--- src/rtl/instr_fetch_unit_if.sv ---
// Instruction-memory request/grant/response bus between the fetch unit
// (master) and instruction memory (slave).
interface instr_fetch_unit_if #(
   parameter int unsigned XLEN = 32
);
   logic            mem_req;
   logic [XLEN-1:0] mem_addr;
   logic            mem_gnt;
   logic            mem_rvalid;
   logic [31:0]     mem_rdata;

   modport master (
      output mem_req,
      output mem_addr,
      input  mem_gnt,
      input  mem_rvalid,
      input  mem_rdata
   );

   modport slave (
      input  mem_req,
      input  mem_addr,
      output mem_gnt,
      output mem_rvalid,
      output mem_rdata
   );
endinterface

--- src/rtl/instr_fetch_unit.sv ---
// Instruction fetch stage: owns pc / old_pc / instr, runs the instruction
// memory handshake and exposes decoded opcode fields to the controller.
// Misaligned fetches and response timeouts park the block in a terminal
// error state until reset.
module instr_fetch_unit #(
   parameter int unsigned     XLEN     = 32,
   parameter logic [XLEN-1:0] RESET_PC = '0,
   parameter int unsigned     TIMEOUT  = 16
) (
   input  logic                clk,
   input  logic                rst,
   input  logic                fetch_start,
   input  logic                pc_write,
   input  logic [XLEN-1:0]     pc_next,
   instr_fetch_unit_if.master  mem,
   output logic [XLEN-1:0]     pc,
   output logic [XLEN-1:0]     old_pc,
   output logic [31:0]         instr,
   output logic [6:0]          opc,
   output logic [2:0]          f3,
   output logic [6:0]          f7,
   output logic                instr_valid,
   output logic                busy,
   output logic                fetch_err
);

   // A zero TIMEOUT still gets a 1-bit counter so the logic stays well formed.
   localparam int unsigned    CNT_W   = (TIMEOUT == 0) ? 1 : $clog2(TIMEOUT + 1);
   localparam logic [CNT_W-1:0] TMO_CNT = CNT_W'(TIMEOUT);
   localparam bit             TMO_EN  = (TIMEOUT != 0);
   localparam logic [31:0]    NOP     = 32'h0000_0013;

   typedef enum logic [1:0] {
      S_IDLE,
      S_REQ,
      S_WAIT,
      S_ERR
   } state_t;

   state_t          state_q, state_d;
   logic [XLEN-1:0] pc_q, pc_d;
   logic [XLEN-1:0] old_pc_q, old_pc_d;
   logic [XLEN-1:0] addr_q, addr_d;
   logic [31:0]     instr_q, instr_d;
   logic [CNT_W-1:0] cnt_q, cnt_d;
   logic            mem_req_q, mem_req_d;
   logic            instr_valid_q, instr_valid_d;
   logic            busy_q, busy_d;
   logic            fetch_err_q, fetch_err_d;

   // Next-state, datapath and registered-output computation.
   always_comb begin
      state_d       = state_q;
      pc_d          = pc_write ? pc_next : pc_q;
      old_pc_d      = old_pc_q;
      addr_d        = addr_q;
      instr_d       = instr_q;
      cnt_d         = cnt_q;
      instr_valid_d = 1'b0;

      case (state_q)
         S_IDLE: begin
            // The fetch latches the pre-update pc even if pc_write is also high.
            if (fetch_start) begin
               if (pc_q[1:0] != 2'b00) begin
                  state_d = S_ERR;
               end else begin
                  addr_d  = pc_q;
                  state_d = S_REQ;
               end
            end
         end
         S_REQ: begin
            // An rvalid coincident with the grant is deliberately not consumed.
            if (mem.mem_gnt) begin
               cnt_d   = '0;
               state_d = S_WAIT;
            end
         end
         S_WAIT: begin
            if (mem.mem_rvalid) begin
               instr_d       = mem.mem_rdata;
               old_pc_d      = addr_q;
               instr_valid_d = 1'b1;
               state_d       = S_IDLE;
            end else if (TMO_EN && (cnt_q == TMO_CNT)) begin
               state_d = S_ERR;
            end else if (cnt_q != '1) begin
               cnt_d = cnt_q + CNT_W'(1);
            end
         end
         S_ERR: begin
            state_d = S_ERR;
         end
         default: begin
            state_d = S_IDLE;
         end
      endcase

      mem_req_d   = (state_d == S_REQ);
      busy_d      = (state_d == S_REQ) || (state_d == S_WAIT);
      fetch_err_d = (state_d == S_ERR);
   end

   // State and output registers with synchronous active-low reset.
   always_ff @(posedge clk) begin
      if (!rst) begin
         state_q       <= S_IDLE;
         pc_q          <= RESET_PC;
         old_pc_q      <= RESET_PC;
         addr_q        <= RESET_PC;
         instr_q       <= NOP;
         cnt_q         <= '0;
         mem_req_q     <= 1'b0;
         instr_valid_q <= 1'b0;
         busy_q        <= 1'b0;
         fetch_err_q   <= 1'b0;
      end else begin
         state_q       <= state_d;
         pc_q          <= pc_d;
         old_pc_q      <= old_pc_d;
         addr_q        <= addr_d;
         instr_q       <= instr_d;
         cnt_q         <= cnt_d;
         mem_req_q     <= mem_req_d;
         instr_valid_q <= instr_valid_d;
         busy_q        <= busy_d;
         fetch_err_q   <= fetch_err_d;
      end
   end

   assign mem.mem_req  = mem_req_q;
   assign mem.mem_addr = addr_q;

   assign pc          = pc_q;
   assign old_pc      = old_pc_q;
   assign instr       = instr_q;
   assign opc         = instr_q[6:0];
   assign f3          = instr_q[14:12];
   assign f7          = instr_q[31:25];
   assign instr_valid = instr_valid_q;
   assign busy        = busy_q;
   assign fetch_err   = fetch_err_q;

endmodule

--- src/flat_wrapper.sv ---
// flat-port wrapper written by rule: the top's interface ports become plain ports
module instr_fetch_unit_flat 
#(
   parameter int unsigned     XLEN     = 32,
   parameter logic [XLEN-1:0] RESET_PC = '0,
   parameter int unsigned     TIMEOUT  = 16
)
  (clk, rst, fetch_start, pc_write, pc_next, pc, old_pc, instr, opc, f3, f7, instr_valid, busy, fetch_err, mem_mem_req, mem_mem_addr, mem_mem_gnt, mem_mem_rvalid, mem_mem_rdata);
  instr_fetch_unit_if #(.XLEN(XLEN)) mem_i ();
  input  logic clk;
  input  logic rst;
  input  logic fetch_start;
  input  logic pc_write;
  input  logic [XLEN-1:0] pc_next;
  output logic [XLEN-1:0] pc;
  output logic [XLEN-1:0] old_pc;
  output logic [31:0] instr;
  output logic [6:0] opc;
  output logic [2:0] f3;
  output logic [6:0] f7;
  output logic instr_valid;
  output logic busy;
  output logic fetch_err;
  output wire logic [$bits(mem_i.mem_req)-1:0] mem_mem_req;
  output wire logic [$bits(mem_i.mem_addr)-1:0] mem_mem_addr;
  input wire logic [$bits(mem_i.mem_gnt)-1:0] mem_mem_gnt;
  input wire logic [$bits(mem_i.mem_rvalid)-1:0] mem_mem_rvalid;
  input wire logic [$bits(mem_i.mem_rdata)-1:0] mem_mem_rdata;
  assign mem_mem_req = mem_i.mem_req;
  assign mem_mem_addr = mem_i.mem_addr;
  assign mem_i.mem_gnt = mem_mem_gnt;
  assign mem_i.mem_rvalid = mem_mem_rvalid;
  assign mem_i.mem_rdata = mem_mem_rdata;
  instr_fetch_unit #(.XLEN(XLEN), .RESET_PC(RESET_PC), .TIMEOUT(TIMEOUT)) u_core (.clk(clk), .rst(rst), .fetch_start(fetch_start), .pc_write(pc_write), .pc_next(pc_next), .mem(mem_i), .pc(pc), .old_pc(old_pc), .instr(instr), .opc(opc), .f3(f3), .f7(f7), .instr_valid(instr_valid), .busy(busy), .fetch_err(fetch_err));
endmodule
--- config.mk ---
export PLATFORM = sky130hd
export DESIGN_NAME = instr_fetch_unit_flat
export DESIGN_NICKNAME = d
export VERILOG_FILES = /design/src/rtl/instr_fetch_unit_if.sv /design/src/rtl/instr_fetch_unit.sv /design/src/flat_wrapper.sv
export SDC_FILE = /design/constraint.sdc
export NUM_CORES = 1
export LEC_CHECK = 0
export BUFFER_PORTS_ARGS = -buffer_cell sky130_fd_sc_hd__buf_2
export CAP_MARGIN = 15
export CORE_ASPECT_RATIO = 0.8
export CORE_MARGIN = 10
export CORE_UTILIZATION = 32
export DETAILED_ROUTE_END_ITERATION = 12
export PLACE_DENSITY = 0.64
export SYNTH_ARGS = -nofsm -noshare
export SYNTH_HDL_FRONTEND = slang
export SYNTH_SLANG_ARGS = --single-unit
--- constraint.sdc ---
create_clock -name clk -period 2.6 [get_ports clk]
set_input_delay 0.26 -clock clk [delete_from_list [all_inputs] [get_ports clk]]
set_output_delay 0.26 -clock clk [all_outputs]
set_load 0.02 [all_outputs]
==> results of run 1 <==
[sequential cells by signal, summed over array words and instances, names as in the netlist]
| signal | cells |
|---|---|
| u_core.instr_valid | 1 |
| u_core.instr | 32 |
| u_core.old_pc | 32 |
| u_core.mem.mem_addr | 32 |
| u_core.fetch_err | 1 |
| u_core.state_q | 2 |
| u_core.mem.mem_req | 1 |
| u_core.cnt_q | 5 |
| u_core.busy | 1 |
| u_core.pc | 32 |
[worst register-to-register path, cell delays in order, from the launching register on]
cell	delay, ns
dfxtp_1	0.34
ha_1	0.22
and3_1	0.19
ha_1	0.17
or4b_1	0.63
or4_1	0.45
a21oi_1	0.14
[cell usage after synthesis, types with 3 or more instances]
library cell    n
a21oi_1        97
and3_1          3
buf_1           7
buf_4          17
clkbuf_1       39
dfxtp_1       139
ha_1            4
inv_1           8
mux2i_1        32
nand2_1       131
nand3_1        34
nor2_1         36
o21ai_0         9
o21ai_1        23
[layer usage]
metal  vias up  global-route usage  part of all wire
met5         -                   0                 0
met4         0              0.0318            0.0055
met3         6              0.0643             0.092
met2       201               0.232              0.45
met1      2129               0.183              0.46
li1       2376                   -                 -
[logic make-up (layout without fill, tap and decap cells)]
kind of cell / Yosys count / in the layout / share of synthesized area
AOI/OAI and AO/OA: 134 / 134 / 0.134
adders and majority gates: 4 / 4 / 0.00972
buffers and inverters: 74 / 270 / 0.0683
DFF: 139 / 139 / 0.541
and+or+nand+nor: 223 / 223 / 0.185
muxes: 32 / 32 / 0.0622
[worst max-delay path by stage]
stage               cells after the start               to  slack, ns       startpoint
global placement                        6  u_core.cnt_q[2]       0.43  u_core.cnt_q[0]
finish                                  6  u_core.cnt_q[2]       0.39  u_core.cnt_q[0]
CTS                                     6  u_core.cnt_q[4]       0.41  u_core.cnt_q[0]
global route                            6  u_core.cnt_q[2]       0.27  u_core.cnt_q[0]
detailed placement                      6  u_core.cnt_q[2]       0.41  u_core.cnt_q[0]
floorplan                               7  u_core.cnt_q[2]       0.56  u_core.cnt_q[0]
[area by class of cell]
cell class | instances | area [um2] | area share
flip-flops and latches | 139 | 2780 | 0.399
multi-input cells | 393 | 2020 | 0.289
repair buffers | 230 | 1210 | 0.173
clock buffers | 22 | 484 | 0.0694
well taps | 215 | 269 | 0.0385
clock inverters | 10 | 185 | 0.0265
inverters | 8 | 32.5 | 0.00466
[power by group through the flow]
| stage | sequential, W | combinational, W | clock (W) |
|---|---|---|---|
| after detailed placement | 0.00232 | 0.000608 | 0 |
| after floorplan | 0.00240 | 0.000295 | 0 |
| after CTS | 0.00227 | 0.000611 | 0.00279 |
| after global placement | 0.00232 | 0.000608 | 0 |
| final | 0.00227 | 0.000600 | 0.00272 |
| after global routing | 0.00229 | 0.000661 | 0.00288 |
[through the flow]
step | hold WS [ns] | util | cells | cell area [um2]
after floorplan | 0.384 | - | 606 | 5150
after global placement | 0.439 | 0.399 | 985 | 6310
after detailed placement | 0.445 | 0.399 | 985 | 6310
after CTS | 0.0358 | 0.442 | 1017 | 6980
after global routing | 0.0491 | 0.442 | 1017 | 6980
final | 0.0519 | 0.442 | 1017 | 6980
==> qor.csv, run 1 <==
stage;metric;value;unit
detailed_routing;routedWlPerCell;16.3;um
synth;async_flop_share;0;
pwr;switching_share;0.246;
timing;hold_violations;0;
pwr;switching_power;0.00138;W
die;core;15800;um2
layout;final_cell_mix;buf_2, dfxtp_1, nand2_1;
clocking;clock_latency;0.41;ns
pwr;power.leakage;3.21;nW
synth;syn_nets;680;
placed_design;port_buffers;218;
grt;overflow;0;
synth;netlist_instances;606;
min_path;min_path_cells;3;
timing;finalSetupViolCount;0;
placed_design;place_congestion;0.802;
layout;fill_cells;1593;
detailed_routing;drt_iter0_drc;273;
synth;synth.area.top_cells;dfxtp_1, nand2_1, a21oi_1, mux2i_1, nand3_1;
setup_path;crit_type;reg -> reg;
setup_path;r2r-start;u_core.cnt_q[0];
timing;rsz0062_at_grt;no;
setup_path;reg2reg_slack;0.39;ns
clocking;clk_path_buf_depth;2;
timing;clock_skew;0.0101;ns
timing;worst_pin_slew;0.745;ns
pwr;intPower;0.00422;W
synth;synthFlopType;dfxtp_1;
clocking;cts_tree;yes;
setup_path;critPathRequiredTime;2.94;ns
timing;period_share;0.850;
synth;synth_seq_area_share;0.541;
layout;final_common_cell;buf_2;
min_path;min_to;u_core.instr[0];
die;die_area;21600;um2
pwr;peakVddDrop;0.000526;V
synth;synthDominantAreaCellType;dfxtp_1;
min_path;hp-start;mem_mem_rdata[0];
grt;track_usage;0.148;
clocking;clk_pin_slew_worst_paths;0.06;ns
die;die_h;133;um
synth;ys_ff_latch;139;
timing;timing.setup.tns;0;ns
clocking;cts_resized;0;
grt;grt_pass1_wl;25.8;mm
run_status;status;completed;
synth;ys_types;33;
clocking;cts.htree.levels;4;
detailed_routing;num_vias;4712;
timing;final-max-slew-violation-count;0;
clocking;cts_sinks;139;
die;rows;41;
clocking;numCtsBuffers;17;
pwr;powerDensity;802;nW/um2
die;start_util;0.326;
grt;antenna_found_initial;0;
layout;drive_above_1_share;0.332;
placed_design;dp_hpwl;11.4;mm
pwr;sequentialPowerShare;0.406;
clocking;clock-root-buffer;clkbuf_16;
synth;ys_warn_count;0;
die;io-pin-count;219;
min_path;hold_path_class;in -> reg;
pwr;pwr-share-comb;0.107;
layout;nets;863;
layout;area_growth;35.6;%
timing;final.min_clock_period;2.21;ns
pwr;total_power;0.00560;W
setup_path;path_delay_family;simple AND/OR/NAND/NOR gates;
detailed_routing;drcViolationCount;0;
detailed_routing;firstDrtPassIters;4;
setup_path;critPathBufInv;0;
pwr;clockPowerShare;0.486;
setup_path;critPathSlowestCell;or4b_1;
synth;synthesis.area;5150;um2
clocking;post_cts_buffers;0;
detailed_routing;vias_per_cell;4.63;
timing;slew_headroom;0.503;
clocking;postCtsHoldBufs;0;
layout;n_antenna_cell;0;
setup_path;worstReg2RegEnd;u_core.cnt_q[2];
setup_path;cp.arrival;2.55;ns
detailed_routing;wl;16.5;mm
placed_design;dp_slack;0.415;ns
detailed_routing;ant_nets;0;
setup_path;critPathMostFrequentCell;ha_1;
setup_path;worstPathCellList;ha_1, and3_1, ha_1, or4b_1, or4_1, a21oi_1;
setup_path;critPathLaunchType;flop;
synth;synth-edff-count;0;
synth;yosysTopAreaCellShare;0.541;
run;cap_violations;0;
setup_path;slowest_delay;0.63;ns
timing;setup_ws;0.390;ns
setup_path;reg2regPathDepth;6;
die;die_width;162;um
synth;synth_area_per_cell;8.49;um2
timing;max_freq;453;MHz
setup_path;critPathCaptureType;flop;
grt;grt_max_degree;66;
setup_path;worstPathMaxFanout;10;
grt;grt_pass1_vias;4665;
Power figures use the tool's default switching activity.
==> inputs of run 2 (changes only) <==
--- a/config.mk
+++ b/config.mk
@@ -5,13 +5,14 @@
 export SDC_FILE = /design/constraint.sdc
 export NUM_CORES = 1
 export LEC_CHECK = 0
+export ABC_AREA = 1
 export BUFFER_PORTS_ARGS = -buffer_cell sky130_fd_sc_hd__buf_2
 export CAP_MARGIN = 15
 export CORE_ASPECT_RATIO = 0.8
 export CORE_MARGIN = 10
 export CORE_UTILIZATION = 32
 export DETAILED_ROUTE_END_ITERATION = 12
-export PLACE_DENSITY = 0.64
+export PLACE_DENSITY = 0.67
 export SYNTH_ARGS = -nofsm -noshare
 export SYNTH_HDL_FRONTEND = slang
 export SYNTH_SLANG_ARGS = --single-unit
==> constraint.sdc (replaced) <==
create_clock -name clk -period 2 [get_ports clk]
set_input_delay 0.2 -clock clk [delete_from_list [all_inputs] [get_ports clk]]
set_output_delay 0.2 -clock clk [all_outputs]
set_load 0.02 [all_outputs]
==> run 2 against run 1 <==
Net effect: count of clock-buffer cells in the layout is 1 lower; flip-flop and latch count stayed put; worst hold slack got worse by 0.036 ns; utilization is 2.2 points higher; combinational power grew 80%; first-iteration DRC count fell by 30%; sequential power rose by 36%; fmax grew 37%; synthesized cell count is 2.1% higher; sequential share of layout area is 0.28 points lower; via count decreased by 0.28%.
==> qor.csv, run 2 <==
stage;metric;value;unit;change
setup_path;slowest_delay;0.34;ns;-0.29 ns
synth;synthDominantAreaCellType;dfxtp_1;;
timing;timing.hold.ws;0.0159;ns;-0.0360 ns
grt;grt_pass1_wl;25.0;mm;-3.1%
placed_design;port_buffers;218;;unchanged
detailed_routing;drcViolationCount;0;;unchanged
synth;synth_seq_area_share;0.556;;+0.0157
setup_path;worstReg2RegEnd;u_core.cnt_q[3];;
run;cap_violations;0;;unchanged
setup_path;cp.arrival;1.89;ns;-0.66 ns
die;die_h;132;um;-1.2%
grt;track_usage;0.146;;-0.00175
pwr;power.leakage;3.32;nW;+3.5%
pwr;powerDensity;1070;nW/um2;+34%
detailed_routing;num_vias;4699;;-0.28%
detailed_routing;firstDrtPassIters;4;;unchanged
timing;rsz0062_at_grt;no;;
die;core;15200;um2;-4.0%
timing;hold_violations;0;;unchanged
die;die_width;160;um;-1.2%
layout;area_growth;40.5;%;
synth;ys_types;18;;-45%
setup_path;path_delay_family;simple AND/OR/NAND/NOR gates;;
die;rows;40;;-2.4%
setup_path;r2r-start;u_core.cnt_q[0];;
setup_path;reg2regPathDepth;10;;+4
layout;fin_cells;1056;;+3.8%
setup_path;crit_path_end;u_core.cnt_q[3];;
clocking;cts_tree;yes;;
die;start_util;0.330;;+0.00408
detailed_routing;routedWlPerCell;15.0;um;-7.6%
setup_path;critPathLaunchType;flop;;
clocking;cts_sinks;139;;unchanged
clocking;clock-root-buffer;clkbuf_16;;
timing;slew_headroom;0.661;;+0.158
synth;synth_most_common_cell;dfxtp_1;;
timing;worst_pin_slew;0.508;ns;-0.237 ns
setup_path;critPathBufInv;0;;unchanged
setup_path;worstPathCellList;ha_1, nand2_1, nor2_1, ha_1, nor2_1, nand2_1, nand2_1, nand2_1, nand2_1, a21oi_1;;
placed_design;postPlaceCellArea;6150;um2;-2.6%
grt;antenna_found_initial;0;;unchanged
synth;synthFlopType;dfxtp_1;;
layout;fill_cells;1504;;-5.6%
setup_path;critPathMostFrequentCell;nand2_1;;
grt;grt_max_degree;55;;-17%
timing;final-max-slew-violation-count;0;;unchanged
setup_path;critPathRequiredTime;2.28;ns;-0.66 ns
setup_path;reg2reg_slack;0.39;ns;about the same
placed_design;placedCellCount;999;;+1.4%
placed_design;dp_hpwl;11.3;mm;-0.90%
clocking;cts.htree.levels;4;;unchanged
clocking;numCtsBuffers;17;;unchanged
pwr;total_power;0.00753;W;+35%
run_status;status;completed;;
synth;netlist_instances;619;;+2.1%
synth;synthesis.area;5000;um2;-2.8%
synth;ys_ff_latch;139;;unchanged
timing;finalSetupViolCount;0;;unchanged
synth;synth.area.top_cells;dfxtp_1, a21oi_1, o21ai_0, nand2_1, nor2_1;;
synth;netlist_top_cells_count;dfxtp_1, a21oi_1, o21ai_0, nand2_1, nor2_1;;
layout;drive_above_1_share;0.311;;-0.0204
detailed_routing;wl;15.9;mm;-4.1%
timing;final.min_clock_period;1.61;ns;-0.596 ns
detailed_routing;ant_nets;0;;unchanged
synth;ys_warn_count;0;;unchanged
timing;period_share;0.807;;-0.0432
grt;grt_pass1_vias;4568;;-2.1%
clocking;clk_pin_slew_worst_paths;0.05;ns;about the same
synth;synth-edff-count;0;;unchanged
layout;nets;906;;+5.0%
die;io-pin-count;219;;unchanged
synth;syn_nets;693;;+1.9%
die;die_area;21100;um2;-2.4%
setup_path;worstPathMaxFanout;6;;-4
timing;timing.setup.tns;0;ns;unchanged
min_path;hold_path_class;in -> reg;;
setup_path;critPathSlowestCell;dfxtp_1;;
setup_path;crit_type;reg -> reg;;
setup_path;path_depth;10;;+4
synth;synth_area_per_cell;8.08;um2;-4.9%
layout;stdcell_area;7030;um2;+0.70%
timing;clock_skew;0.00635;ns;-0.00379 ns
detailed_routing;drt_iter0_drc;190;;-30%
pwr;peakVddDrop;0.000559;V;+6.3%
clocking;clk_path_buf_depth;2;;unchanged
layout;final_common_cell;buf_2;;
detailed_routing;vias_per_cell;4.45;;-4.0%
synth;async_flop_share;0;;unchanged
clocking;clock_latency;0.41;ns;about the same
placed_design;place_congestion;0.767;;-4.3%
grt;overflow;0;;unchanged
setup_path;cp-startpoint;u_core.cnt_q[0];;
clocking;post_cts_buffers;0;;unchanged
synth;yosysTopAreaCellShare;0.556;;+0.0157
layout;final_cell_mix;buf_2, dfxtp_1, a21oi_1;;
setup_path;critPathCaptureType;flop;;
timing;max_freq;620;MHz;+37%
[run 2: final cells by class]
type                    instances  area, um2  area share
well taps                     210        263      0.0374
flip-flops and latches        139       2780       0.396
diodes                          1       2.50    0.000356
clock inverters                11        166      0.0237
clock buffers                  21        470      0.0669
inverters                      43        161      0.0230
multi-input cells             379       1740       0.247
repair buffers                252       1440       0.205
[run 2: where the power goes]
group	internal [W]	switching (W)
Clock	0.00218	0.00119
Sequential	0.00297	0.000109
Combinational	0.000368	0.000714
Total	0.00552	0.00201
[run 2: logic make-up after synthesis]
kind of cell,synth area share
AOI/OAI and AO/OA,0.192
buffers and inverters,0.0960
DFF,0.556
and+or+nand+nor,0.146
adders and majority gates,0.0100
[run 2: what timing repair did]
| item | CTS | global route |
|---|---|---|
| endpoints found under the hold margin | 24 | 0 |
| hold buffers | 24 | 0 |
| resized for setup | 0 | 0 |
[run 2: worst reg2reg max path, cell delays in order, from the launching register on]
cell	delay, ns
dfxtp_1	0.34
ha_1	0.22
nand2_1	0.08
nor2_1	0.04
ha_1	0.17
nor2_1	0.09
nand2_1	0.06
nand2_1	0.15
nand2_1	0.17
nand2_1	0.10
a21oi_1	0.06
[run 2: stage by stage]
stage	worst slack, ns	utilization
floorplan	0.577	-
global placement	0.414	0.406
finish	0.387	0.464
global route	0.222	0.463
CTS	0.393	0.463
detailed placement	0.404	0.406
[run 2: worst min-delay path by stage]
stage,cells past startpoint,to,slack (ns),startpoint
final,3,u_core.pc[13],0.02,pc_next[13]
after detailed placement,3,u_core.instr[0],0.41,mem_mem_rdata[0]
after floorplan,2,u_core.instr[0],0.31,mem_mem_rdata[0]
after global placement,3,u_core.instr[0],0.40,mem_mem_rdata[0]
after CTS,3,u_core.pc[13],0.002,pc_next[13]
after global routing,3,u_core.instr[30],0.008,mem_mem_rdata[30]
[run 2: routing by layer]
layer | wire length (um) | part of all wire | track usage | vias up
li1 | - | - | - | 2426
met1 | 6780 | 0.43 | 0.168 | 2125
met2 | 7730 | 0.49 | 0.241 | 134
met3 | 1150 | 0.072 | 0.0605 | 14
met4 | 209 | 0.013 | 0.0468 | 0
met5 | 0 | 0 | 0 | -
==> inputs of run 3 (changes only) <==
--- a/config.mk
+++ b/config.mk
@@ -5,7 +5,7 @@
 export SDC_FILE = /design/constraint.sdc
 export NUM_CORES = 1
 export LEC_CHECK = 0
-export ABC_AREA = 1
+export ABC_AREA = 0
 export BUFFER_PORTS_ARGS = -buffer_cell sky130_fd_sc_hd__buf_2
 export CAP_MARGIN = 15
 export CORE_ASPECT_RATIO = 0.8
==> constraint.sdc (replaced) <==
create_clock -name clk -period 1.45 [get_ports clk]
set_input_delay 0.145 -clock clk [delete_from_list [all_inputs] [get_ports clk]]
set_output_delay 0.145 -clock clk [all_outputs]
set_load 0.02 [all_outputs]
==> run 3 against run 2 <==
Net effect: the run now ends with negative setup slack left; highest routed layer unchanged; critical path depth down 4; first-iteration DRC count rose by 120%; via count grew 14%; critical endpoint is now u_core.cnt_q[4].
==> qor.csv, run 3 (synthesized netlist as in run 1, its figures left out) <==
stage;metric;value;unit;change
timing;worst_pin_slew;0.404;ns;-0.104 ns
timing;final.min_clock_period;1.98;ns;+0.365 ns
timing;period_share;1.36;;+0.558
clocking;cts_sinks;139;;unchanged
pwr;sequentialPowerShare;0.384;;-0.025
layout;final_common_cell;buf_2;;
layout;post-route-util;0.544;;+0.0807
clocking;clk_path_buf_depth;2;;unchanged
grt;grt_pass1_wl;28.4;mm;+14%
die;die_width;162;um;+1.3%
detailed_routing;routedWlPerCell;17.6;um;+17%
clocking;numCtsBuffers;17;;unchanged
grt;grt_pass1_vias;5246;;+15%
pwr;switching_power;0.00287;W;+43%
die;start_util;0.326;;-0.00408
timing;slew_headroom;0.731;;+0.0695
timing;clock_skew;0.00583;ns;-0.000521 ns
run_status;violations;negative setup slack;;
setup_path;critPathLaunchType;flop;;
pwr;power.leakage;3.92;nW;+18%
run;cap_violations;0;;unchanged
placed_design;place_congestion;0.787;;+2.6%
placed_design;port_buffers;218;;unchanged
timing;hold_violations;0;;unchanged
layout;drive_above_1_share;0.440;;+0.129
layout;final_cell_mix;buf_2, dfxtp_1, nand2_1;;
pwr;pwr-share-comb;0.154;;+0.010
detailed_routing;drcViolationCount;0;;unchanged
grt;grt_max_degree;51;;-7.3%
timing;timing.setup.tns;-6.35;ns;-6.35 ns
run_status;status;complete, but fails checks;;
detailed_routing;drt_iter0_drc;413;;+120%
layout;fin_cells;1118;;+5.9%
setup_path;crit_type;reg -> reg;;
grt;antenna_found_initial;0;;unchanged
detailed_routing;firstDrtPassIters;4;;unchanged
detailed_routing;ant_nets;0;;unchanged
clocking;clock_latency;0.42;ns;about the same
timing;rsz0062_at_grt;yes;;
pwr;peakVddDrop;0.00107;V;+92%
min_path;hold_path_class;in -> reg;;
layout;nets;963;;+6.3%
timing;setup_ws;-0.528;ns;-0.915 ns
timing;finalSetupViolCount;41;;+41
setup_path;critPathRequiredTime;1.81;ns;-0.47 ns
timing;final-max-slew-violation-count;0;;unchanged
clocking;cts.htree.levels;4;;unchanged
clocking;clk_pin_slew_worst_paths;0.06;ns;about the same
die;die_h;133;um;+1.2%
detailed_routing;vias_per_cell;4.78;;+7.5%
pwr;switching_share;0.270;;+0.00277
detailed_routing;wl;19.7;mm;+24%
pwr;intPower;0.00777;W;+41%
clocking;clock-root-buffer;clkbuf_16;;
grt;track_usage;0.163;;+0.0171
die;core;15800;um2;+4.2%
die;rows;41;;+2.5%
placed_design;placedCellCount;1008;;+0.90%
timing;max_freq;505;MHz;-18%
setup_path;cp.arrival;2.33;ns;+0.44 ns
layout;area_growth;67.1;%;
pwr;clockPowerShare;0.462;;+0.015
setup_path;critPathCaptureType;flop;;
die;die_area;21600;um2;+2.5%
placed_design;dp_slack;-0.669;ns;-1.07 ns
die;io-pin-count;219;;unchanged
min_path;min_path_cells;3;;unchanged
pwr;powerDensity;1240;nW/um2;+16%
detailed_routing;num_vias;5347;;+14%
setup_path;reg2regPathDepth;6;;-4
setup_path;worstPathMaxFanout;5;;-1
placed_design;dp_hpwl;11.9;mm;+4.7%
clocking;cts_tree;yes;;
grt;overflow;0;;unchanged
[run 3: changes by cell type in the layout (fill, tap and decap cells not counted), moves of 21 or more]
cell and change:
nand3_1 +21, mux2i_1 +32, o21ai_2 +29, inv_1 -37, nand2_1 +27, o21ai_0 -92
a21oi_2 +27, dlygate4sd3_1 +40, a21oi_1 -28, nor2_1 -43
[run 3: per-stage QoR]
step	area (um2)	total power, W	hold WS [ns]
after global routing	8600	0.0110	0.107
after floorplan	5180	0.00484	0.269
after global placement	6580	0.00535	0.354
final	8600	0.0106	0.114
after CTS	8060	0.0105	0.104
after detailed placement	6580	0.00536	0.359
[run 3: per-layer routing]
metal	vias up	wire (um)	share of wire	track usage
met1	2514	8390	0.43	0.188
met5	-	0	0	0
li1	2590	-	-	-
met2	217	9110	0.46	0.266
met4	0	307	0.016	0.0525
met3	26	1870	0.095	0.0705
[run 3: what timing repair did]
action | 4_1_cts | 5_1_grt
hold endpoints to repair | 64 | 0
endpoints found under the setup margin | 43 | 90
buffers inserted | 3 | 2
cloned | 2 | 7
gates resized for setup | 35 | 101
hold buffers | 64 | 0
pin swaps | 8 | 58
[run 3: layout make-up]
class / instances / area [um2]
fillers: 1371 / 7200
flip-flops and latches: 139 / 2790
multi-input cells: 394 / 2470
repair buffers: 329 / 2370
clock buffers: 17 / 425
well taps: 215 / 269
clock inverters: 15 / 238
inverters: 8 / 35.0
diodes: 1 / 2.50
[run 3: final timing paths]
check	to	slack [ns]	from
setup / recovery	u_core.cnt_q[4]	-0.53	u_core.cnt_q[0]
hold / removal	u_core.instr[4]	0.11	rst
setup reg to reg	u_core.cnt_q[4]	-0.53	u_core.cnt_q[0]
hold reg to reg	u_core.old_pc[0]	0.45	u_core.old_pc[0]
[run 3: worst max-delay path, cell delays in order, from the launching register on]
cell	delay, ns
dfxtp_2	0.33
ha_4	0.16
and3_4	0.19
ha_4	0.16
or4b_4	0.52
or4_1	0.44
a21oi_2	0.12
[run 3: power groups by stage]
| stage | Sequential [W] | Clock (W) | Combinational [W] |
|---|---|---|---|
| after floorplan | 0.00430 | 0 | 0.000537 |
| after global placement | 0.00415 | 0 | 0.00120 |
| after detailed placement | 0.00415 | 0 | 0.00121 |
| after CTS | 0.00407 | 0.00502 | 0.00143 |
| after global routing | 0.00410 | 0.00519 | 0.00174 |
| final | 0.00409 | 0.00492 | 0.00163 |
